File: src/rtl/tmr_fault_monitor.sv
// tmr_fault_monitor
// Downstream monitor for the 64-bit MTIME TMR voter. Tracks per-lane fault
// statistics, declares lanes failed after persistent faults, sequences the
// TMR health state and checks that the voted MTIME only holds or increments.
//
// Ports:
//   clk, rst_n         clock, asynchronous active-low reset
//   voted_value[63:0]  voter majority output (MTIME)
//   disagreement       voter any-disagreement flag (qualifies fault_flags)
//   fault_flags[2:0]   per-lane flags, [0]=A [1]=B [2]=C
//   clear              sync pulse: zero all statistics/state (wins over inputs)
//   irq_ack            sync pulse: deassert irq
//   lane_failed[2:0]   sticky per-lane failed flags
//   tmr_state[1:0]     00=NORMAL 01=DEGRADED 10=FAILED
//   fault_cnt_a/b/c    per-lane saturating fault counts
//   time_err           sticky illegal-MTIME-step flag
//   irq                level interrupt
//
// Optional feature macro TMR_MON_ERRLOG_EN adds log_valid/log_time/log_flags,
// a one-shot capture of the first effective fault after reset or clear.
module tmr_fault_monitor #(
    parameter int unsigned CNT_W          = 16,
    parameter int unsigned PERSIST_THRESH = 4,
    parameter int unsigned RUN_W          = 8
) (
    input  logic              clk,
    input  logic              rst_n,
    input  logic [63:0]       voted_value,
    input  logic              disagreement,
    input  logic [2:0]        fault_flags,
    input  logic              clear,
    input  logic              irq_ack,
    output logic [2:0]        lane_failed,
    output logic [1:0]        tmr_state,
    output logic [CNT_W-1:0]  fault_cnt_a,
    output logic [CNT_W-1:0]  fault_cnt_b,
    output logic [CNT_W-1:0]  fault_cnt_c,
    output logic              time_err,
`ifdef TMR_MON_ERRLOG_EN
    output logic              log_valid,
    output logic [63:0]       log_time,
    output logic [2:0]        log_flags,
`endif
    output logic              irq
);

    localparam int unsigned    NLANE      = 3;
    localparam logic [CNT_W-1:0] CNT_MAX  = '1;
    localparam logic [RUN_W-1:0] RUN_THR  = RUN_W'(PERSIST_THRESH);

    typedef enum logic [1:0] {
        ST_NORMAL   = 2'b00,
        ST_DEGRADED = 2'b01,
        ST_FAILED   = 2'b10
    } state_e;

    state_e           state_q, state_d;
    logic [CNT_W-1:0] cnt_q [NLANE];
    logic [CNT_W-1:0] cnt_d [NLANE];
    logic [RUN_W-1:0] run_q [NLANE];
    logic [RUN_W-1:0] run_d [NLANE];
    logic [2:0]       failed_q, failed_d;
    logic             time_err_q, time_err_d;
    logic             irq_q, irq_d;
    logic [63:0]      prev_q, prev_d;
    logic             prev_valid_q, prev_valid_d;
`ifdef TMR_MON_ERRLOG_EN
    logic             log_valid_q, log_valid_d;
    logic [63:0]      log_time_q, log_time_d;
    logic [2:0]       log_flags_q, log_flags_d;
`endif

    logic [2:0] ef;
    logic       multi_fail;
    logic       step_ok;
    logic       irq_set;

    // Flags only count while the voter reports a disagreement.
    assign ef = fault_flags & {3{disagreement}};

    // Next-state: statistics, health FSM, MTIME step check, irq.
    always_comb begin
        state_d      = state_q;
        cnt_d        = cnt_q;
        run_d        = run_q;
        failed_d     = failed_q;
        time_err_d   = time_err_q;
        irq_d        = irq_q;
        prev_d       = prev_q;
        prev_valid_d = prev_valid_q;
        multi_fail   = 1'b0;
        step_ok      = 1'b1;
        irq_set      = 1'b0;
`ifdef TMR_MON_ERRLOG_EN
        log_valid_d  = log_valid_q;
        log_time_d   = log_time_q;
        log_flags_d  = log_flags_q;
`endif

        if (clear) begin
            state_d      = ST_NORMAL;
            for (int i = 0; i < NLANE; i++) begin
                cnt_d[i] = '0;
                run_d[i] = '0;
            end
            failed_d     = '0;
            time_err_d   = 1'b0;
            irq_d        = 1'b0;
            prev_d       = '0;
            prev_valid_d = 1'b0;
`ifdef TMR_MON_ERRLOG_EN
            log_valid_d  = 1'b0;
            log_time_d   = '0;
            log_flags_d  = '0;
`endif
        end else begin
            for (int i = 0; i < NLANE; i++) begin
                if (ef[i]) begin
                    if (cnt_q[i] != CNT_MAX) cnt_d[i] = cnt_q[i] + CNT_W'(1);
                    run_d[i] = (run_q[i] >= RUN_THR) ? RUN_THR : run_q[i] + RUN_W'(1);
                    if (run_d[i] == RUN_THR) failed_d[i] = 1'b1;
                end else begin
                    run_d[i] = '0;
                end
            end

            multi_fail = (failed_d[0] & failed_d[1]) | (failed_d[0] & failed_d[2]) |
                         (failed_d[1] & failed_d[2]);

            // Health is judged on the failed set as it will be next cycle.
            case (state_q)
                ST_NORMAL: begin
                    if (multi_fail || ef == 3'b111) state_d = ST_FAILED;
                    else if (|failed_d)             state_d = ST_DEGRADED;
                end
                ST_DEGRADED: begin
                    if (multi_fail || ef == 3'b111) state_d = ST_FAILED;
                end
                default: state_d = ST_FAILED;
            endcase

            // Hold or +1 (wrapping) are the only legal MTIME steps.
            step_ok = (voted_value == prev_q) || (voted_value == prev_q + 64'd1);
            if (prev_valid_q && !step_ok) time_err_d = 1'b1;
            prev_d       = voted_value;
            prev_valid_d = 1'b1;

            irq_set = (state_d != state_q) || (time_err_d && !time_err_q);
            if (irq_set)      irq_d = 1'b1;
            else if (irq_ack) irq_d = 1'b0;

`ifdef TMR_MON_ERRLOG_EN
            if (!log_valid_q && ef != 3'b000) begin
                log_valid_d = 1'b1;
                log_time_d  = voted_value;
                log_flags_d = ef;
            end
`endif
        end
    end

    // State register.
    always_ff @(posedge clk or negedge rst_n) begin
        if (!rst_n) begin
            state_q      <= ST_NORMAL;
            for (int i = 0; i < NLANE; i++) begin
                cnt_q[i] <= '0;
                run_q[i] <= '0;
            end
            failed_q     <= '0;
            time_err_q   <= 1'b0;
            irq_q        <= 1'b0;
            prev_q       <= '0;
            prev_valid_q <= 1'b0;
`ifdef TMR_MON_ERRLOG_EN
            log_valid_q  <= 1'b0;
            log_time_q   <= '0;
            log_flags_q  <= '0;
`endif
        end else begin
            state_q      <= state_d;
            for (int i = 0; i < NLANE; i++) begin
                cnt_q[i] <= cnt_d[i];
                run_q[i] <= run_d[i];
            end
            failed_q     <= failed_d;
            time_err_q   <= time_err_d;
            irq_q        <= irq_d;
            prev_q       <= prev_d;
            prev_valid_q <= prev_valid_d;
`ifdef TMR_MON_ERRLOG_EN
            log_valid_q  <= log_valid_d;
            log_time_q   <= log_time_d;
            log_flags_q  <= log_flags_d;
`endif
        end
    end

    assign lane_failed = failed_q;
    assign tmr_state   = state_q;
    assign fault_cnt_a = cnt_q[0];
    assign fault_cnt_b = cnt_q[1];
    assign fault_cnt_c = cnt_q[2];
    assign time_err    = time_err_q;
    assign irq         = irq_q;
`ifdef TMR_MON_ERRLOG_EN
    assign log_valid   = log_valid_q;
    assign log_time    = log_time_q;
    assign log_flags   = log_flags_q;
`endif

endmodule

File: config.mk
export PLATFORM = sky130hd
export DESIGN_NAME = tmr_fault_monitor
export DESIGN_NICKNAME = d
export VERILOG_FILES = /design/src/rtl/tmr_fault_monitor.sv
export SDC_FILE = /design/constraint.sdc
export NUM_CORES = 1
export LEC_CHECK = 0
export BUFFER_PORTS_ARGS = -buffer_cell sky130_fd_sc_hd__buf_2
export CORE_ASPECT_RATIO = 0.75
export CORE_MARGIN = 5
export CORE_UTILIZATION = 40
export DETAILED_ROUTE_END_ITERATION = 10
export GPL_TIMING_DRIVEN = 0
export MAX_ROUTING_LAYER = met4
export PLACE_DENSITY_LB_ADDON = 0.05
export SLEW_MARGIN = 10
export SYNTH_ARGS = -nofsm -noshare
export SYNTH_HDL_FRONTEND = slang
export SYNTH_SLANG_ARGS = --single-unit
File: constraint.sdc
create_clock -name clk -period 2.8 [get_ports clk]
set_clock_uncertainty 0.15 [all_clocks]
set_input_delay 0.28 -clock clk [delete_from_list [all_inputs] [get_ports clk]]
set_output_delay 0.28 -clock clk [all_outputs]
set_load 0.02 [all_outputs]
==> reports/metrics.cfg <==
[sta]
fin_ws_ns = -0.212
max_slew_margin = 0.498
hold_viol = 0
tightestPinTransition_ns = 0.751
rsz0062_at_grt = true
fin_tns_setup_ns = -0.395
max_clock_freq_mhz = 332
min_period_ns = 3.01
setup_violations = 2
period_share = 1.08
slew_violations = 0

[synth]
syn_area_per_cell_um2 = 9.34
yosysTopAreaCell = dfrtp_1
yosys_warnings = 0
netlist_area_mm2 = 0.00818
ys_seq_area_frac = 0.441
synth_edf_count = 0
async_flop_share = 1.00
synth_seq_cells = 144
synthTopCellsByCount = dfrtp_1, nor2_1, xor2_1
synth_most_common_cell = dfrtp_1
yosys.area.top_type_share = 0.441
yosys-top-cells-area = dfrtp_1, xor2_1, xnor2_1, nor2b_1, nor2_1
syn_inst = 876
ys.flop_type = dfrtp_1
ys_types = 67

[final_layout]
multiInputGateArea_mm2 = 0.00475
finalNonFillerCells = 1396
fillers = 1872
area.growth.synth_to_final_pct = 35.4
diodes = 0
regArea_mm2 = 0.00362
num-nets-final = 1207
drive_above_1_share = 0.236
fin_area_mm2 = 0.0111

[routing]
drt-total-wl_mm = 25.7
drc = 0
vias = 7492
ant_nets = 0
wl_per_cell_um = 18.4
via_per_inst = 5.37
drtPass1Iterations = 5
drtIter0Drc = 690

[setup_path]
worstPathArrival_ns = 3.16
crit_required_ns = 2.95
worst-setup-path-type = register to register
cp_max_fo = 7
end_kind = register
startpoint_type = register

[power_and_ir_drop]
vdd_ir_drop_max_uv = 367
finalPower_w = 0.00553
power_frac_seq = 0.405
pwr-share-comb = 0.131
swShare = 0.272
intPower_w = 0.00403
powerDensity_mw_per_mm2 = 499
power.leakage_nw = 4.83
clockPowerShare = 0.464
p_switching_w = 0.00150

[global_routing]
use_met2 = 0.301
met3_usage = 0.0527
grt.total_usage = 0.227
grt_overflow_total = 0
grt_max_degree = 99
busiest_layer = met1
grt_first_pass_wirelength_mm = 40.6
antenna_found_initial = 0
use_met1 = 0.348
grt_pass1_vias = 7260

[place]
pre_cts_ws_ns = -0.754
globalplace.congestion = 0.956
port_buffers = 125
placed_cell_area_mm2 = 0.00926
dp_hpwl_mm = 18.8
place_inst = 1274

[floorplan]
core_mm2 = 0.0202
ios = 127
die_h_um = 134
rows = 45
start_util = 0.406
die_w_um = 175
die_area_mm2 = 0.0234

[cts]
cts_root_buf = clkbuf_16
clock_path_buffers = 2
worst_skew_pair.late_latency_ns = 0.43
cts_tree = yes
htree_levels = 4
path_clk_slew_ns = 0.06
cts_buffers = 17
cts_sinks = 144

[worst_hold_path]
hold_class = input pin to register

[job]
maxCapViolCount = 0

[outcome]
status = complete, but fails checks
violations = setup timing

## final timing paths
| kind | cells after the start | startpoint | end | slack (ns) |
|---|---|---|---|---|
| setup / recovery | 10 | prev_q[0]$_DFF_PN0_ | irq$_DFFE_PN0P_ | -0.21 |
| hold / removal | 3 | voted_value[2] | prev_q[2]$_DFF_PN0_ | 0.01 |
| setup reg to reg | 10 | prev_q[0]$_DFF_PN0_ | irq$_DFFE_PN0P_ | -0.21 |
| hold reg to reg | 1 | run_q[8]$_DFF_PN0_ | run_q[8]$_DFF_PN0_ | 0.35 |
| max in group asynchronous | 3 | rst_n | prev_q[49]$_DFF_PN0_ | 1.51 |
| min in group asynchronous | 2 | rst_n | fault_cnt_b[2]$_DFFE_PN0P_ | 0.18 |
## kinds of logic (layout without fill, tap and decap cells)
family	after synthesis	after routing	share of synthesized area
DFF	144	144	0.441
adders and majority gates	10	10	0.0153
AOI/OAI and AO/OA	85	85	0.0670
other	1	15	0.000458
buffers and inverters	47	294	0.0249
muxes	7	7	0.00857
and+or+nand+nor	449	450	0.301
xor gates and xnor gates	133	133	0.142
## what timing repair did
item / 4_1_cts / 5_1_grt
setup endpoints to repair: 4 / 7
buffers inserted: 22 / 12
hold buffers: 60 / 0
hold endpoints to repair: 105 / 0
pin swaps: 19 / 21
resized for setup: 40 / 40
gates cloned: 0 / 1
## critical path, cell delays in order, from the launching register on
cell and delay, ns:
dfrtp_1 0.36, ha_2 0.19, and4_4 0.26, nand3_4 0.14, or3_4 0.49, o21ai_2 0.17
nand3_2 0.10, nor4_4 0.33, nand4_1 0.21, nor4_4 0.35, o32ai_1 0.11
## layer usage
| metal | up-vias | routed length (um) | share of wire |
|---|---|---|---|
| met5 | - | 0 | 0 |
| met4 | 0 | 348 | 0.014 |
| met3 | 27 | 1920 | 0.074 |
| met2 | 267 | 10500 | 0.41 |
| met1 | 3623 | 13000 | 0.50 |
| li1 | 3575 | - | - |
## registers in the layout, indices dropped and copies added, names as in the netlist, 2 cells and up
signal / cells
prev_q: 64
run_q: 24
fault_cnt_a: 16
fault_cnt_b: 16
fault_cnt_c: 16
lane_failed: 3
tmr_state: 2
## per-stage QoR
step | utilization | hold slack [ns]
after floorplan | - | -0.166
after global placement | 0.458 | 0.336
after detailed placement | 0.459 | 0.0483
after CTS | 0.537 | 0.00101
after global routing | 0.549 | 0.00554
final | 0.549 | 0.0113
## area by class of cell
type / count / share of cell area
Buffer: 21 / 0.0124
Clock buffer: 20 / 0.0412
Clock inverter: 12 / 0.0175
Inverter: 21 / 0.00712
Multi-Input combinational cell: 700 / 0.429
Sequential cell: 144 / 0.327
Tap cell: 258 / 0.0291
Timing Repair Buffer: 220 / 0.137
## placed cells by master (no fill, tap or decap), drive strengths merged, types with 3 or more instances in the layout
| cell | Yosys | final |
|---|---|---|
| conb | 1 | 15 |
| o211ai | 4 | 4 |
| dlygate4sd3 | 0 | 60 |
| o21ai | 25 | 25 |
| xor2 | 82 | 82 |
| nor4b | 3 | 3 |
| and4b | 4 | 4 |
| nand2 | 67 | 67 |
| nand4b | 3 | 3 |
| xnor2 | 51 | 51 |
| nand4 | 43 | 43 |
| a31oi | 5 | 5 |
| a21oi | 17 | 17 |
| and4 | 12 | 12 |
| nand3 | 40 | 40 |
| buf | 9 | 170 |
| nor2 | 93 | 93 |
| or4 | 6 | 6 |
| nor3 | 31 | 31 |
| and3 | 19 | 19 |
| dfrtp | 144 | 144 |
| ha | 10 | 10 |
| o22ai | 3 | 3 |
| mux2i | 7 | 7 |
| nand2b | 5 | 5 |
| a21o | 4 | 4 |
| inv | 21 | 27 |
| or3 | 12 | 13 |
| o31ai | 3 | 3 |
| nor4 | 33 | 33 |
| and2 | 7 | 7 |
| a2111oi | 3 | 3 |
| nor2b | 64 | 64 |
| bufinv | 0 | 4 |
| clkbuf | 17 | 31 |
## power groups by stage
stage                     registers, W  logic (W)  clock network (W)
final                          0.00224   0.000722            0.00256
after global routing           0.00225   0.000789            0.00270
after CTS                      0.00224   0.000702            0.00261
after detailed placement       0.00228   0.000609                  0
after global placement         0.00228   0.000605                  0
after floorplan                0.00227   0.000325                  0
(Power assumes the default switching activity.)
